`src/rtl/k2_run_controller.sv`:
```
// K2 run controller: owns the program store, loads it from a valid/ready stream and
// sequences the core through run/step/halt. Optional breakpoint logic: K2_RUN_CTRL_BREAKPOINT_EN.
module k2_run_controller #(
  parameter int ADDR_W   = 4,
  parameter int INSTR_W  = 8,
  parameter int BUDGET_W = 16
) (
  input  logic                clk,
  input  logic                rst,
  input  logic                load_valid,
  output logic                load_ready,
  input  logic [INSTR_W-1:0]  load_data,
  input  logic                load_last,
  input  logic                cmd_valid,
  output logic                cmd_ready,
  input  logic [1:0]          cmd_op,
  input  logic [BUDGET_W-1:0] run_budget,
  input  logic [ADDR_W-1:0]   pc_i,
  output logic [INSTR_W-1:0]  instr_o,
  output logic                core_rst,
  output logic                core_en,
  output logic [2:0]          state_o,
  output logic                done,
  output logic [BUDGET_W-1:0] cycle_cnt,
  output logic [ADDR_W:0]     load_count
`ifdef K2_RUN_CTRL_BREAKPOINT_EN
  ,
  input  logic                bp_valid,
  input  logic [ADDR_W-1:0]   bp_addr,
  output logic                bp_hit
`endif
);

  localparam int DEPTH = 1 << ADDR_W;
  localparam logic [1:0] OP_RUN = 2'd0, OP_STEP = 2'd1, OP_HALT = 2'd2, OP_CLEAR = 2'd3;

  typedef enum logic [2:0] {
    ST_IDLE   = 3'd0,
    ST_LOAD   = 3'd1,
    ST_READY  = 3'd2,
    ST_RUN    = 3'd3,
    ST_STEP   = 3'd4,
    ST_HALTED = 3'd5
  } state_e;

  state_e               state_q, state_d, st;
  logic [INSTR_W-1:0]   mem_q [DEPTH];
  logic [ADDR_W-1:0]    wr_ptr_q, wr_ptr_d;
  logic [ADDR_W:0]      lcnt_q, lcnt_d;
  logic [BUDGET_W-1:0]  cyc_q, cyc_d, bud_q, bud_d;
  logic                 done_q, done_d;
  logic                 mem_we, load_acc, cmd_acc, bp_stall;

  // Encodings outside the enum behave as IDLE.
  always_comb begin
    st = ST_IDLE;
    case (state_q)
      ST_IDLE, ST_LOAD, ST_READY, ST_RUN, ST_STEP, ST_HALTED: st = state_q;
      default: st = ST_IDLE;
    endcase
  end

`ifdef K2_RUN_CTRL_BREAKPOINT_EN
  logic resume_q;
  // Set only in the first RUN cycle after HALTED so a resume executes the breakpointed word.
  always_ff @(posedge clk) begin
    if (rst) resume_q <= 1'b0;
    else     resume_q <= (st == ST_HALTED) && cmd_acc && (cmd_op == OP_RUN);
  end
  assign bp_stall = (st == ST_RUN) && bp_valid && (pc_i == bp_addr) && !resume_q;
  assign bp_hit   = bp_stall;
`else
  assign bp_stall = 1'b0;
`endif

  assign load_ready = (st == ST_IDLE) || (st == ST_LOAD);
  assign cmd_ready  = (st == ST_READY) || (st == ST_RUN) || (st == ST_HALTED);
  assign core_rst   = (st == ST_IDLE) || (st == ST_LOAD) || (st == ST_READY);
  assign core_en    = (st == ST_STEP) || ((st == ST_RUN) && !bp_stall);
  assign load_acc   = load_valid && load_ready;
  assign cmd_acc    = cmd_valid && cmd_ready;

  assign instr_o    = mem_q[pc_i];
  assign state_o    = st;
  assign done       = done_q;
  assign cycle_cnt  = cyc_q;
  assign load_count = lcnt_q;

  always_comb begin
    state_d  = st;
    wr_ptr_d = wr_ptr_q;
    lcnt_d   = lcnt_q;
    cyc_d    = cyc_q;
    bud_d    = bud_q;
    done_d   = 1'b0;
    mem_we   = 1'b0;
    if (core_en && (cyc_q != '1)) cyc_d = cyc_q + 1'b1;
    case (st)
      ST_IDLE, ST_LOAD: begin
        if (load_acc) begin
          mem_we   = 1'b1;
          wr_ptr_d = wr_ptr_q + 1'b1;
          lcnt_d   = lcnt_q + 1'b1;
          state_d  = (load_last || (wr_ptr_q == '1)) ? ST_READY : ST_LOAD;
        end
      end
      ST_READY: begin
        if (cmd_acc) begin
          case (cmd_op)
            OP_RUN:   begin state_d = ST_RUN;  bud_d = run_budget; cyc_d = '0; end
            OP_STEP:  begin state_d = ST_STEP; cyc_d = '0; end
            OP_CLEAR: begin state_d = ST_IDLE; wr_ptr_d = '0; lcnt_d = '0; end
            default:  ;
          endcase
        end
      end
      ST_RUN: begin
        if (core_en && (bud_q != '0)) begin
          bud_d = bud_q - 1'b1;
          if (bud_q == BUDGET_W'(1)) begin
            state_d = ST_HALTED;
            done_d  = 1'b1;
          end
        end
        if (bp_stall) state_d = ST_HALTED;
        if (cmd_acc && (cmd_op == OP_HALT)) state_d = ST_HALTED;
        if (cmd_acc && (cmd_op == OP_CLEAR)) begin
          state_d  = ST_IDLE;
          wr_ptr_d = '0;
          lcnt_d   = '0;
          done_d   = 1'b0;
        end
      end
      ST_STEP: state_d = ST_HALTED;
      ST_HALTED: begin
        if (cmd_acc) begin
          case (cmd_op)
            OP_RUN:   begin state_d = ST_RUN; bud_d = run_budget; end
            OP_STEP:  state_d = ST_STEP;
            OP_CLEAR: begin state_d = ST_IDLE; wr_ptr_d = '0; lcnt_d = '0; end
            default:  ;
          endcase
        end
      end
      default: ;
    endcase
  end

  always_ff @(posedge clk) begin
    if (rst) begin
      state_q  <= ST_IDLE;
      wr_ptr_q <= '0;
      lcnt_q   <= '0;
      cyc_q    <= '0;
      bud_q    <= '0;
      done_q   <= 1'b0;
      for (int i = 0; i < DEPTH; i++) mem_q[i] <= '0;
    end else begin
      state_q  <= state_d;
      wr_ptr_q <= wr_ptr_d;
      lcnt_q   <= lcnt_d;
      cyc_q    <= cyc_d;
      bud_q    <= bud_d;
      done_q   <= done_d;
      if (mem_we) mem_q[wr_ptr_q] <= load_data;
    end
  end

endmodule

```
`config.mk`:
```
export PLATFORM = sky130hd
export DESIGN_NAME = k2_run_controller
export DESIGN_NICKNAME = d
export VERILOG_FILES = /design/src/rtl/k2_run_controller.sv
export SDC_FILE = /design/constraint.sdc
export NUM_CORES = 1
export LEC_CHECK = 0
export CAP_MARGIN = 20
export CELL_PAD_IN_SITES_DETAIL_PLACEMENT = 0
export CELL_PAD_IN_SITES_GLOBAL_PLACEMENT = 1
export CORE_MARGIN = 4
export CORE_UTILIZATION = 45
export DETAILED_ROUTE_END_ITERATION = 12
export GPL_TIMING_DRIVEN = 0
export PLACE_DENSITY = 0.83
export SYNTH_ARGS = -nofsm -noshare
export SYNTH_HDL_FRONTEND = slang
export SYNTH_SLANG_ARGS = --single-unit
```
`constraint.sdc`:
```
create_clock -name clk -period 4.6 [get_ports clk]
set_input_delay 0.46 -clock clk [delete_from_list [all_inputs] [get_ports clk]]
set_output_delay 0.46 -clock clk [all_outputs]
set_load 0.05 [all_outputs]
```
After elaboration in Yosys (flattened, before gate mapping)
Memories as Yosys holds them, arrays and structs flattened.
Index checks and enable logic that the tools add are counted.

word-level totals
  output and inout port bits = 37
  flip-flop bits (word level) = 45
  memories kept = 1
  logic and storage cells = 100
  bits in writable memories = 128

memory list
  name   depth  width  rd ports  clocked after Yosys merged registers in  wr ports  line  source
  mem_q  16     8      1         0                                        16        47    logic [INSTR_W-1:0] mem_q [DEPTH];

operators by class
  bitwise logic cells = 2
  reductions and logical operators = 26
  add/sub/neg operators = 4
  equality and inequality tests = 22
  muxes and demuxes = 39

operators by type and width
  cell                                                                   number
  16-bit two-way mux                                                     7
  16-bit one-hot mux with 2 select lines                                 1
  3-bit two-way mux                                                      7
  4-bit two-way mux                                                      5
  5-bit two-way mux                                                      4
  16-bit by 1-bit adder with 16-bit output (second input constant)       1
  16-bit by 1-bit == test with 1-bit output (second input constant)      1
  16-bit != test (second input constant)                                 1
  16-bit nonzero test                                                    1
  16-bit by 1-bit subtractor with 16-bit output (second input constant)  1
  5-bit one-hot mux with 3 select lines                                  1
  3-bit by 2-bit == test with 1-bit output (second input constant)       4
  3-bit == test (second input constant)                                  4
  3-bit one-hot mux with 4 select lines                                  1
  4-bit one-hot mux with 3 select lines                                  1
  2-bit by 1-bit != test with 1-bit output (second input constant)       5
  1-bit two-way mux                                                      9
  3-bit one-hot mux with 3 select lines                                  1
  8-bit two-way mux                                                      1
  8-bit OR reduction                                                     1
  3-bit by 1-bit == test with 1-bit output (second input constant)       2
  1-bit logical AND                                                      6
  3-bit zero test                                                        2
  1-bit logical OR                                                       6
  other kinds (16)                                                       20

Longest topological paths before layout
Gate-level depths: netlist (run 1).

  depth after elaboration = 13
  gate-level depth with buffers = 8
  mapped depth without buffers = 7

Worst setup path after synthesis (run 1)
No wires, ideal clock.

  path type = input to output
  from = in pc_i[0]
  to = out instr_o[0]
  setup slack = 2.008 ns
  buffers on the path = 2
  cell stages on the path = 4
  data arrival time = 2.132 ns
  cells stage by stage = clkbuf_1 -> buf_2 -> mux4_2 -> mux4_2

on the way
  cells in the longest elaborated chain, start to end = 1

ends and longest elaborated chain
  what                    line  source
  start, declared         18    input logic [ADDR_W-1:0] pc_i,
  memory read 16 x 8 bit  -
  end, declared           19    output logic [INSTR_W-1:0] instr_o,

No other way between the ends.

Worst setup path in the final report (run 1)
  from = in pc_i[1]
  to = out instr_o[3]

The elaborated chain is that of the path after synthesis.

==> impl_results.md, run 1 <==
- Status: finished clean
- Layout area overhead: 18.59%
- Number of setup buffers added after CTS: 0
- Pins Over Slew Limit: 0
- Critical Path Start Type: input pin
- Hold Buf Count CTS: 0
- Simple-gate share of the synthesized area: 19.76%
- Crit path DAT: 3390 ps
- Post-synth EDFFs: roughly 130
- Most used DFF post-synth: edfxtp_1
- Die X: 146.1 microns
- Root buf cell: clkbuf_16
- Cell Area, Synth: between 0.008 and 0.009 sq mm
- Final-report hold violation count: 0
- Number of global-route vias before repair: between 6k and 7k
- Worst skew pair latency: between 400 and 500 ps
- DRT iter0 DRCs: 469
- Final WL: 21,160 microns
- Largest family of logic cells by synthesized area: simple AND/OR/NAND/NOR gates
- Core Area: 0.01871 sq mm
- Unrepaired setup endpoints after global routing: no
- Max incr delay on CP: 720 ps
- Initial antenna violation count: 0
- Hold slack: 477.8 ps
- First-pass GRT wire length: 33,760 microns
- Critical path class: input pin to output port
- TNS Setup: 0 ps
- Total number of vias: 6,038
- Distinct cells, synth: 60
- Antenna diode count: 0
- I/O pin count: 72
- Drc violations: 0
- Syn avg cell area: ~12 sq um
- Via-to-Cell Ratio: 5.823
- Worst Skew: 11.75 ps
- CTS buffer count: 17
- Max Cap Violations: 0
- Post-synthesis sequential area ratio: 55.29%
- Crit Reg-Reg Startpoint: state_q[1]
- FF+latch area: 0.004745 sq mm
- Die ar.: approximately 0.021 sq mm
- CP Launch Point: pc_i[1]
- Mux cell area share after synthesis: a little over a tenth
- Drt pass-1 iters: 5
- Placer congestion estimate: between 0.8 and 0.9
- Synth Area in Adders: 1.166%
- FF+latch count, synth: around 170
- Avg WL per Cell: 20.41 microns
- Detail Placement HPWL: roughly 15,000 microns
- Row Count: 50
- Fraction of layout cells with a size suffix above 1: ~14%
- Number of port buffers: 66
- Pwr Density: 374.6 mW/mm^2
- Final Cycle Share: 83.60%
- Mapped Cells: a little under 700
- Critical Path RT: a little over 4000 ps
- Slowest stage cell, crit path: clkdlybuf4s50_1
- Hold_sp: rst
- Clock sinks: 173
- Xor-xnor portion of the synthesized cell area: 2.041%
- Fin nets: ~830
- Die height: 146.1 microns
- Largest net degree at the start of global routing: 19
- Leak: 3.651 nW
- Synth warn: 0
- GRT Util Overall: 20.16%
- Synth Area in Compound Gates: 8.252%
- Max-slew headroom: between 30 and 40%
- Fill cell count: 1,561
- Critical path peak fanout: 10
- CTS H-tree lvls: 4
- Detail Route Antenna Nets: 0
- Clk pin slew, worst setup/hold paths: ~70 ps
- Starting Density: a little under half
- Final setup vio count: 0
- FFs w/ async S/R, synth: 0%
- Fin crit period: 3846 ps
- Hold Crit Class: input pin to flop
- Post-Syn Nets: 736
- Maximum clock insertion buffer count: 2
- Multi-input gate area: 0.003610 sq mm
- Global route overflow: 0
- CTS tree: yes
- Max VDD drop: 272.5 uV
- Max frequency: approximately 260 MHz
- Slew @ Worst Pin: slightly above 900 ps
- Post-CTS sizing: 0
- CP Capture Type: output port
- Crit path cell chain: clkdlybuf4s50_1 -> clkbuf_1 -> mux4_2 -> mux4_2 -> clkdlybuf4s50_1
==> where the power goes <==
group	switching [mW]	internal [mW]
logic	0.388	0.256
clock network	0.669	0.721
registers	0.0367	1.74
total	1.09	2.72
==> layer usage <==
metal	global-route usage, %	vias up	share of wire, %
met2	34.33	211	51
met3	4.469	27	5.7
li1	-	2771	-
met5	0	-	0
met1	25.81	3029	42
met4	6.491	0	1.7
==> cell usage after synthesis (all sizes together), types with 2 or more instances <==
cell type / instances / area (sq um)
and2: 131 / 819.5
edfxtp: 128 / 3844
nor2: 55 / 206.5
dfxtp: 45 / 900.9
mux4: 40 / 900.9
a21oi: 30 / 150.1
clkbuf: 27 / 101.4
nand2: 27 / 101.4
o21ai: 17 / 85.08
nand3: 16 / 80.08
xnor2: 15 / 131.4
nor3: 14 / 75.07
buf: 13 / 81.33
o311ai: 13 / 121.4
o31ai: 13 / 97.59
inv: 12 / 45.04
nor4: 10 / 107.6
ha: 8 / 100.1
and3: 6 / 37.54
a211oi: 5 / 47.54
nand2b: 5 / 31.28
nor3b: 5 / 37.54
or2: 5 / 31.28
xor2: 5 / 43.79
a31oi: 4 / 25.02
nand4: 4 / 25.02
a211o: 3 / 26.28
a22oi: 3 / 22.52
and4: 3 / 26.28
mux2i: 3 / 30.03
nor4b: 3 / 26.28
a31o: 2 / 17.52
a41oi: 2 / 17.52
nand3b: 2 / 15.01
nor2b: 2 / 12.51
o21a: 2 / 15.01
o31a: 2 / 17.52
or3: 2 / 12.51
==> kinds of logic after synthesis <==
family,count (synthesis)
mux,43
flops,173
compound gates,103
buf+inv,52
xor+xnor,20
simple gates,294
fa+ha+maj,8
==> worst paths after layout <==
check / end / slack (ps) / cells past startpoint
max: instr_o[3] / 750 / 5
min: done / 480 / 2
max reg2reg: mem_q[1][1] / 1980 / 5
min reg2reg: bud_q[14] / 530 / 2
==> placed cells by master, fill, tap and decap left out, drive strengths merged, types with 27 or more instances in the layout <==
cell           Yosys  routed
a21oi             30      30
mux4              40      40
nor2              55      55
dfxtp             45      45
and2             131     131
clkbuf            27      45
clkdlybuf4s50      0      66
edfxtp           128     128
nand2             27      27
==> area by class of cell <==
| type | count | area share (%) |
|---|---|---|
| Timing Repair Buffer | 78 | 7.253 |
| Sequential cell | 173 | 46.62 |
| Multi-Input combinational cell | 468 | 35.47 |
| Buffer | 40 | 1.795 |
| Inverter | 12 | 0.4426 |
| Clock buffer | 17 | 4.180 |
| Tap cell | 234 | 2.877 |
| Clock inverter | 15 | 1.365 |
==> worst max-delay path: cells and delay by family <==
family | cells | cell delay (ps)
buffers and inverters | 3 | 1940
muxes | 2 | 970
==> state kept, by name, summed over array words and instances, names as in the netlist <==
| signal | cells |
|---|---|
| cycle_cnt | 16 |
| mem_q | 128 |
| load_count | 5 |
| done | 1 |
| wr_ptr_q | 4 |
| state_q | 3 |
| bud_q | 16 |
==> per-stage QoR <==
step | std cells | worst slack (ps) | cell area [sq um] | util [%] | total power [mW]
floorplan | 693 | 2008 | 8582 | - | 2.242
global placement | 993 | 777.3 | 9535 | 50.98 | 2.425
detailed placement | 1004 | 758.8 | 9605 | 51.35 | 2.450
CTS | 1036 | 755.8 | 10170 | 54.37 | 3.825
global route | 1037 | 664.7 | 10180 | 54.41 | 3.955
finish | 1037 | 754.2 | 10180 | 54.41 | 3.812
Note: power is estimated with default switching activity, not from simulation.
==> inputs of run 2 (changes only) <==
CORE_UTILIZATION = 43   (was 45)
clock period = 3.3 ns   (was 4.6 ns; I/O delays follow)
==> impl_results.md, run 2 (synthesized netlist as in run 1, its figures left out) <==
- Status: finished clean
- Hold slack: 439.7 ps (-38.12 ps)
- Slew @ Worst Pin: 971.6 ps (+35.90 ps)
- Critical path buffers and inverters: 3 (unchanged)
- Slowest stage cell, crit path: clkdlybuf4s50_1
- Switching share of power: 26.82% (-1.9 points)
- DRT iter0 DRCs: 325 (-31%)
- Drt pass-1 iters: 5 (unchanged)
- Clk pin slew, worst setup/hold paths: 70 ps (about the same)
- Fraction of layout cells with a size suffix above 1: 14.09% (+0.14 points)
- Initial antenna violation count: 0 (unchanged)
- Max frequency: around 310 MHz
- Crit path DAT: 2880 ps (-510 ps)
- Final Cycle Share: 97.24%
- Avg WL per Cell: 19.22 microns (-5.8%)
- CP Capture Type: output port
- Critical Path Start Type: input pin
- Layout area overhead: 19.68%
- Leak: 3.712 nW (+1.7%)
- Via-to-Cell Ratio: 5.530 (-5.0%)
- I/O pin count: 72 (unchanged)
- Starting Density: 43.95% (-1.9 points)
- Number of global-route vias before repair: 5,969 (-4.2%)
- Clock sinks: 173 (unchanged)
- Most frequent cells in the layout: 130 x and2_1, 128 x edfxtp_1, 62 x clkdlybuf4s50_1
- Hold Buf Count CTS: 0 (unchanged)
- Worst skew pair latency: 430 ps (about the same)
- Inst Count DP: 1,032 (+2.8%)
- Clk pwr share: 38.1% (+1.6 points)
- Max incr delay on CP: 710 ps (about the same)
- Sequential share of power: 45.5% (-1.1 points)
- CTS tree: yes
- Max reg flops: 128 (unchanged)
- First-pass GRT wire length: 32,640 microns (-3.3%)
- Worst Skew: 9.884 ps (-1.870 ps)
- Cell family with most CP delay: buffers and inverters
- Multi-input gate area: 0.003610 sq mm (unchanged)
- Final setup vio count: 0 (unchanged)
- Max VDD drop: 393.1 uV (+44%)
- Global route overflow: 0 (unchanged)
- CP Launch Point: pc_i[1]
- GRT Util Overall: 19.18% (-0.97 points)
- Total number of vias: 5,900 (-2.3%)
- Switch Pwr: 1.462 mW (+34%)
- Fill cell count: 1,701 (+9.0%)
- Internal Pwr Total: 3.988 mW (+47%)
- Placer congestion estimate: 0.9176 (+9.0%)
- Detail Route Antenna Nets: 0 (unchanged)
- Pwr Density: 530.5 mW/mm^2 (+42%)
- Final-report hold violation count: 0 (unchanged)
- Root buf cell: clkbuf_16
- Critical Path RT: 2970 ps (-1170 ps)
- Hold_sp: rst
- Hold Crit Class: input pin to flop
- Row Count: 51 (+2.0%)
- Comb pwr share: 16.5% (-0.4 points)
- Die ar.: 0.02228 sq mm (+4.4%)
- Final WL: 20,510 microns (-3.1%)
- Top reg by flops: mem_q
- Fin crit period: ~3200 ps
- Maximum clock insertion buffer count: 2 (unchanged)
- FF+latch area: 0.004745 sq mm (unchanged)
- Unrepaired setup endpoints after global routing: no
- Die X: 149.3 microns (+2.2%)
- Pins Over Slew Limit: 0 (unchanged)
- Max-slew headroom: 34.73% (-2.4 points)
- Critical path class: input pin to output port
- Die height: 149.3 microns (+2.2%)
- Critical path peak fanout: 10 (unchanged)
- Crit path cell chain: clkdlybuf4s50_1 -> clkbuf_2 -> mux4_2 -> mux4_2 -> clkdlybuf4s50_1
- Max Cap Violations: 0 (unchanged)
- Drc violations: 0 (unchanged)
- Crit Reg-Reg Startpoint: state_q[1]
- CTS H-tree lvls: 4 (unchanged)
- Post-route insts no fill: 1,067 (+2.9%)
- CTS buffer count: 17 (unchanged)
- Fin nets: 833 (unchanged)
- Core Area: 0.01953 sq mm (+4.4%)
- Antenna diode count: 0 (unchanged)
- Most common cell after layout, fill and taps aside: and2_1
- Number of port buffers: 66 (unchanged)
- Detail Placement HPWL: 14,970 microns (-2.3%)
- Largest net degree at the start of global routing: 17 (-2)
[run 2: power by group through the flow]
| stage | registers, mW | clock network (mW) | logic (mW) |
|---|---|---|---|
| floorplan | 2.53 | 0 | 0.596 |
| global placement | 2.52 | 0 | 0.858 |
| detailed placement | 2.53 | 0 | 0.888 |
| CTS | 2.48 | 2.11 | 0.890 |
| global route | 2.49 | 2.21 | 0.972 |
| finish | 2.48 | 2.08 | 0.897 |
[run 2: metrics by stage]
stage | cell area, sq um | power (mW) | worst slack, ps | setup TNS [ps] | util [%]
finish | 10270 | 5.449 | 91.07 | 0 | 52.60
global route | 10270 | 5.667 | 17.06 | 0 | 52.60
CTS | 10240 | 5.475 | 27.49 | 0 | 52.45
detailed placement | 9629 | 3.413 | -319.8 | -2194 | 49.31
global placement | 9574 | 3.377 | -254.7 | -1832 | 49.03
floorplan | 8582 | 3.125 | 968.0 | 0 | -
[run 2: what timing repair did]
| action | in CTS | in global routing |
|---|---|---|
| setup endpoints to repair | 8 | 6 |
| buffers inserted | 0 | 0 |
| resized for setup | 4 | 4 |
| hold endpoints to repair | 0 | 0 |
[run 2: final cells by class]
cell class	count	share of cell area, %
inverter	12	0.4385
multi-input combinational	468	35.14
clock inverter	14	1.791
tap	265	3.228
buffer	40	1.815
timing repair buffer	78	7.248
sequential	173	46.19
clock buffer	17	4.142
[run 2: final timing paths]
| check | end | slack [ps] | depth (start not counted) |
|---|---|---|---|
| setup / recovery | instr_o[2] | 90 | 5 |
| hold / removal | done | 440 | 2 |
| setup reg to reg | mem_q[0][4] | 680 | 5 |
| hold reg to reg | bud_q[11] | 510 | 2 |
[run 2: routing by layer]
metal / global-route usage (%) / routed length, microns / up-vias
met4: 6.957 / 527 / 0
met1: 25.76 / 8578 / 2884
met2: 30.44 / 9989 / 207
met3: 4.771 / 1410 / 28
li1: - / - / 2781
met5: 0 / 0 / -
==> inputs of run 3 (changes only) <==
CAP_MARGIN = 5   (was 20)
CTS_CLUSTER_SIZE = 40   (was default)
==> impl_results.md, run 3 (synthesized netlist as in run 1, its figures left out) <==
- Status: finished clean
- Cell family with most CP delay: buffers and inverters
- Max VDD drop: 350.4 uV (-11%)
- CP Capture Type: output port
- Global route overflow: 0 (unchanged)
- Core Area: 0.01953 sq mm (unchanged)
- Via-to-Cell Ratio: 5.578 (+0.88%)
- Slew @ Worst Pin: 1181 ps (+209.2 ps)
- Avg WL per Cell: 19.41 microns (+0.99%)
- Pwr Density: 520.9 mW/mm^2 (-1.8%)
- Most common cell after layout, fill and taps aside: and2_1
- Fraction of layout cells with a size suffix above 1: 13.43% (-0.66 points)
- Fin crit period: 3207 ps (-2.051 ps)
- Critical path peak fanout: 10 (unchanged)
- Max frequency: 311.8 MHz (about the same)
- Overall power: 5.307 mW (-2.6%)
- I/O pin count: 72 (unchanged)
- Crit path cell chain: clkdlybuf4s50_1 -> buf_2 -> mux4_2 -> mux4_2 -> clkdlybuf4s50_1
- Drc violations: 0 (unchanged)
- CTS H-tree lvls: 4 (unchanged)
- Clock sinks: 173 (unchanged)
- Placer congestion estimate: 0.9176 (unchanged)
- Fin nets: 827 (-0.72%)
- Number of setup buffers added after CTS: 0 (unchanged)
- DP Area: 0.009589 sq mm (-0.42%)
- Number of global-route vias before repair: 5,968 (-0.017%)
- Worst Skew: 10.13 ps (+0.2433 ps)
- Row Count: 51 (unchanged)
- GRT Util Overall: 19.13% (-0.053 points)
- Critical path buffers and inverters: 3 (unchanged)
- Unrepaired setup endpoints after global routing: no
- Most frequent cells in the layout: 130 x and2_1, 128 x edfxtp_1, 59 x clkdlybuf4s50_1
- Critical Path RT: 2970 ps (about the same)
- First-pass GRT wire length: 32,510 microns (-0.42%)
- Maximum clock insertion buffer count: 2 (unchanged)
- Detail Route Antenna Nets: 0 (unchanged)
- Crit path DAT: 2880 ps (about the same)
- Critical Path Start Type: input pin
- Max incr delay on CP: 710 ps (about the same)
- Largest net degree at the start of global routing: 17 (unchanged)
- CTS buffer count: 17 (unchanged)
- Max Cap Violations: 0 (unchanged)
- Die ar.: 0.02228 sq mm (unchanged)
- Pins Over Slew Limit: 0 (unchanged)
- Hold Crit Class: input pin to flop
- Final setup vio count: 0 (unchanged)
- Leak: 3.698 nW (-0.38%)
- Hold slack: 420.7 ps (-18.98 ps)
- Final WL: 20,610 microns (+0.52%)
- Die X: 149.3 microns (unchanged)
- Final Cell Area: 0.01019 sq mm (-0.80%)
- DRT iter0 DRCs: 433 (+33%)
- Critical path class: input pin to output port
- Final-report hold violation count: 0 (unchanged)
- Initial antenna violation count: 0 (unchanged)
- Max reg flops: 128 (unchanged)
- Final Cycle Share: 97.18% (about the same)
- Slowest stage cell, crit path: clkdlybuf4s50_1
- Total number of vias: 5,924 (+0.41%)
- Drt pass-1 iters: 7 (+2)
- CTS tree: yes
- Die height: 149.3 microns (unchanged)
- Clk pin slew, worst setup/hold paths: 60 ps (about the same)
- Max-slew headroom: 20.45% (-14 points)
- Inst Count DP: 1,026 (-0.58%)
- Worst skew pair latency: 430 ps (about the same)
- Top reg by flops: mem_q
- Starting Density: 43.95% (unchanged)
- Post-route insts no fill: 1,062 (-0.47%)
- Antenna diode count: 0 (unchanged)
- Layout area overhead: 18.72%
- Detail Placement HPWL: 14,680 microns (-1.9%)
- Number of port buffers: 66 (unchanged)
- Root buf cell: clkbuf_16
run 3: cell types whose count changed in the layout (fill, tap and decap cells not counted), sizes merged:
cell           change
bufinv             -2
buf                -6
clkbuf             +1
inv                +1
dlymetal6s2s       +3
clkdlybuf4s50      -3
clkinvlp           +1
run 3: path summary, 6_finish.rpt:
check	startpoint	endpoint	slack (ps)	depth (start not counted)
max reg2reg	state_q[2]	mem_q[0][3]	660	5
max	pc_i[1]	instr_o[1]	90	5
min	rst	done	420	2
min reg2reg	bud_q[11]	bud_q[11]	510	2
run 3: metrics by stage:
step / utilization [%] / setup slack [ps] / TNS (ps)
finish: 52.18 / 93.12 / 0
floorplan: - / 968.0 / 0
CTS: 52.00 / 8.031 / 0
detailed placement: 49.11 / -348.6 / -2423
global placement: 49.03 / -254.7 / -1832
global route: 52.18 / 13.88 / 0
run 3: per-layer routing:
| layer | global-route usage [%] | vias up | routed length [microns] |
|---|---|---|---|
| li1 | - | 2768 | - |
| met1 | 25.94 | 2891 | 8548 |
| met2 | 30.37 | 246 | 10110 |
| met3 | 5.074 | 19 | 1539 |
| met4 | 5.812 | 0 | 414 |
| met5 | 0 | - | 0 |
run 3: layout make-up:
class,instances,area (sq um)
buffer,40,186.4
inverter,12,45.04
multi-input combinational,468,3610
clock buffer,18,429.2
sequential,173,4745
tap,265,331.6
clock inverter,14,132.6
timing repair buffer,72,709.4
fill,1677,9338
run 3: repair_timing:
item / CTS / global route
hold endpoints to repair: 0 / 0
hold buffers: 0 / 0
resized for setup: 4 / 7
setup endpoints to repair: 8 / 7
run 3: power by group:
part | internal, mW | leakage (nW) | switching (mW)
combinational | 0.351 | 1.74 | 0.537
clock | 1.05 | 0.269 | 0.887
sequential | 2.43 | 1.69 | 0.0503
total | 3.83 | 3.70 | 1.47
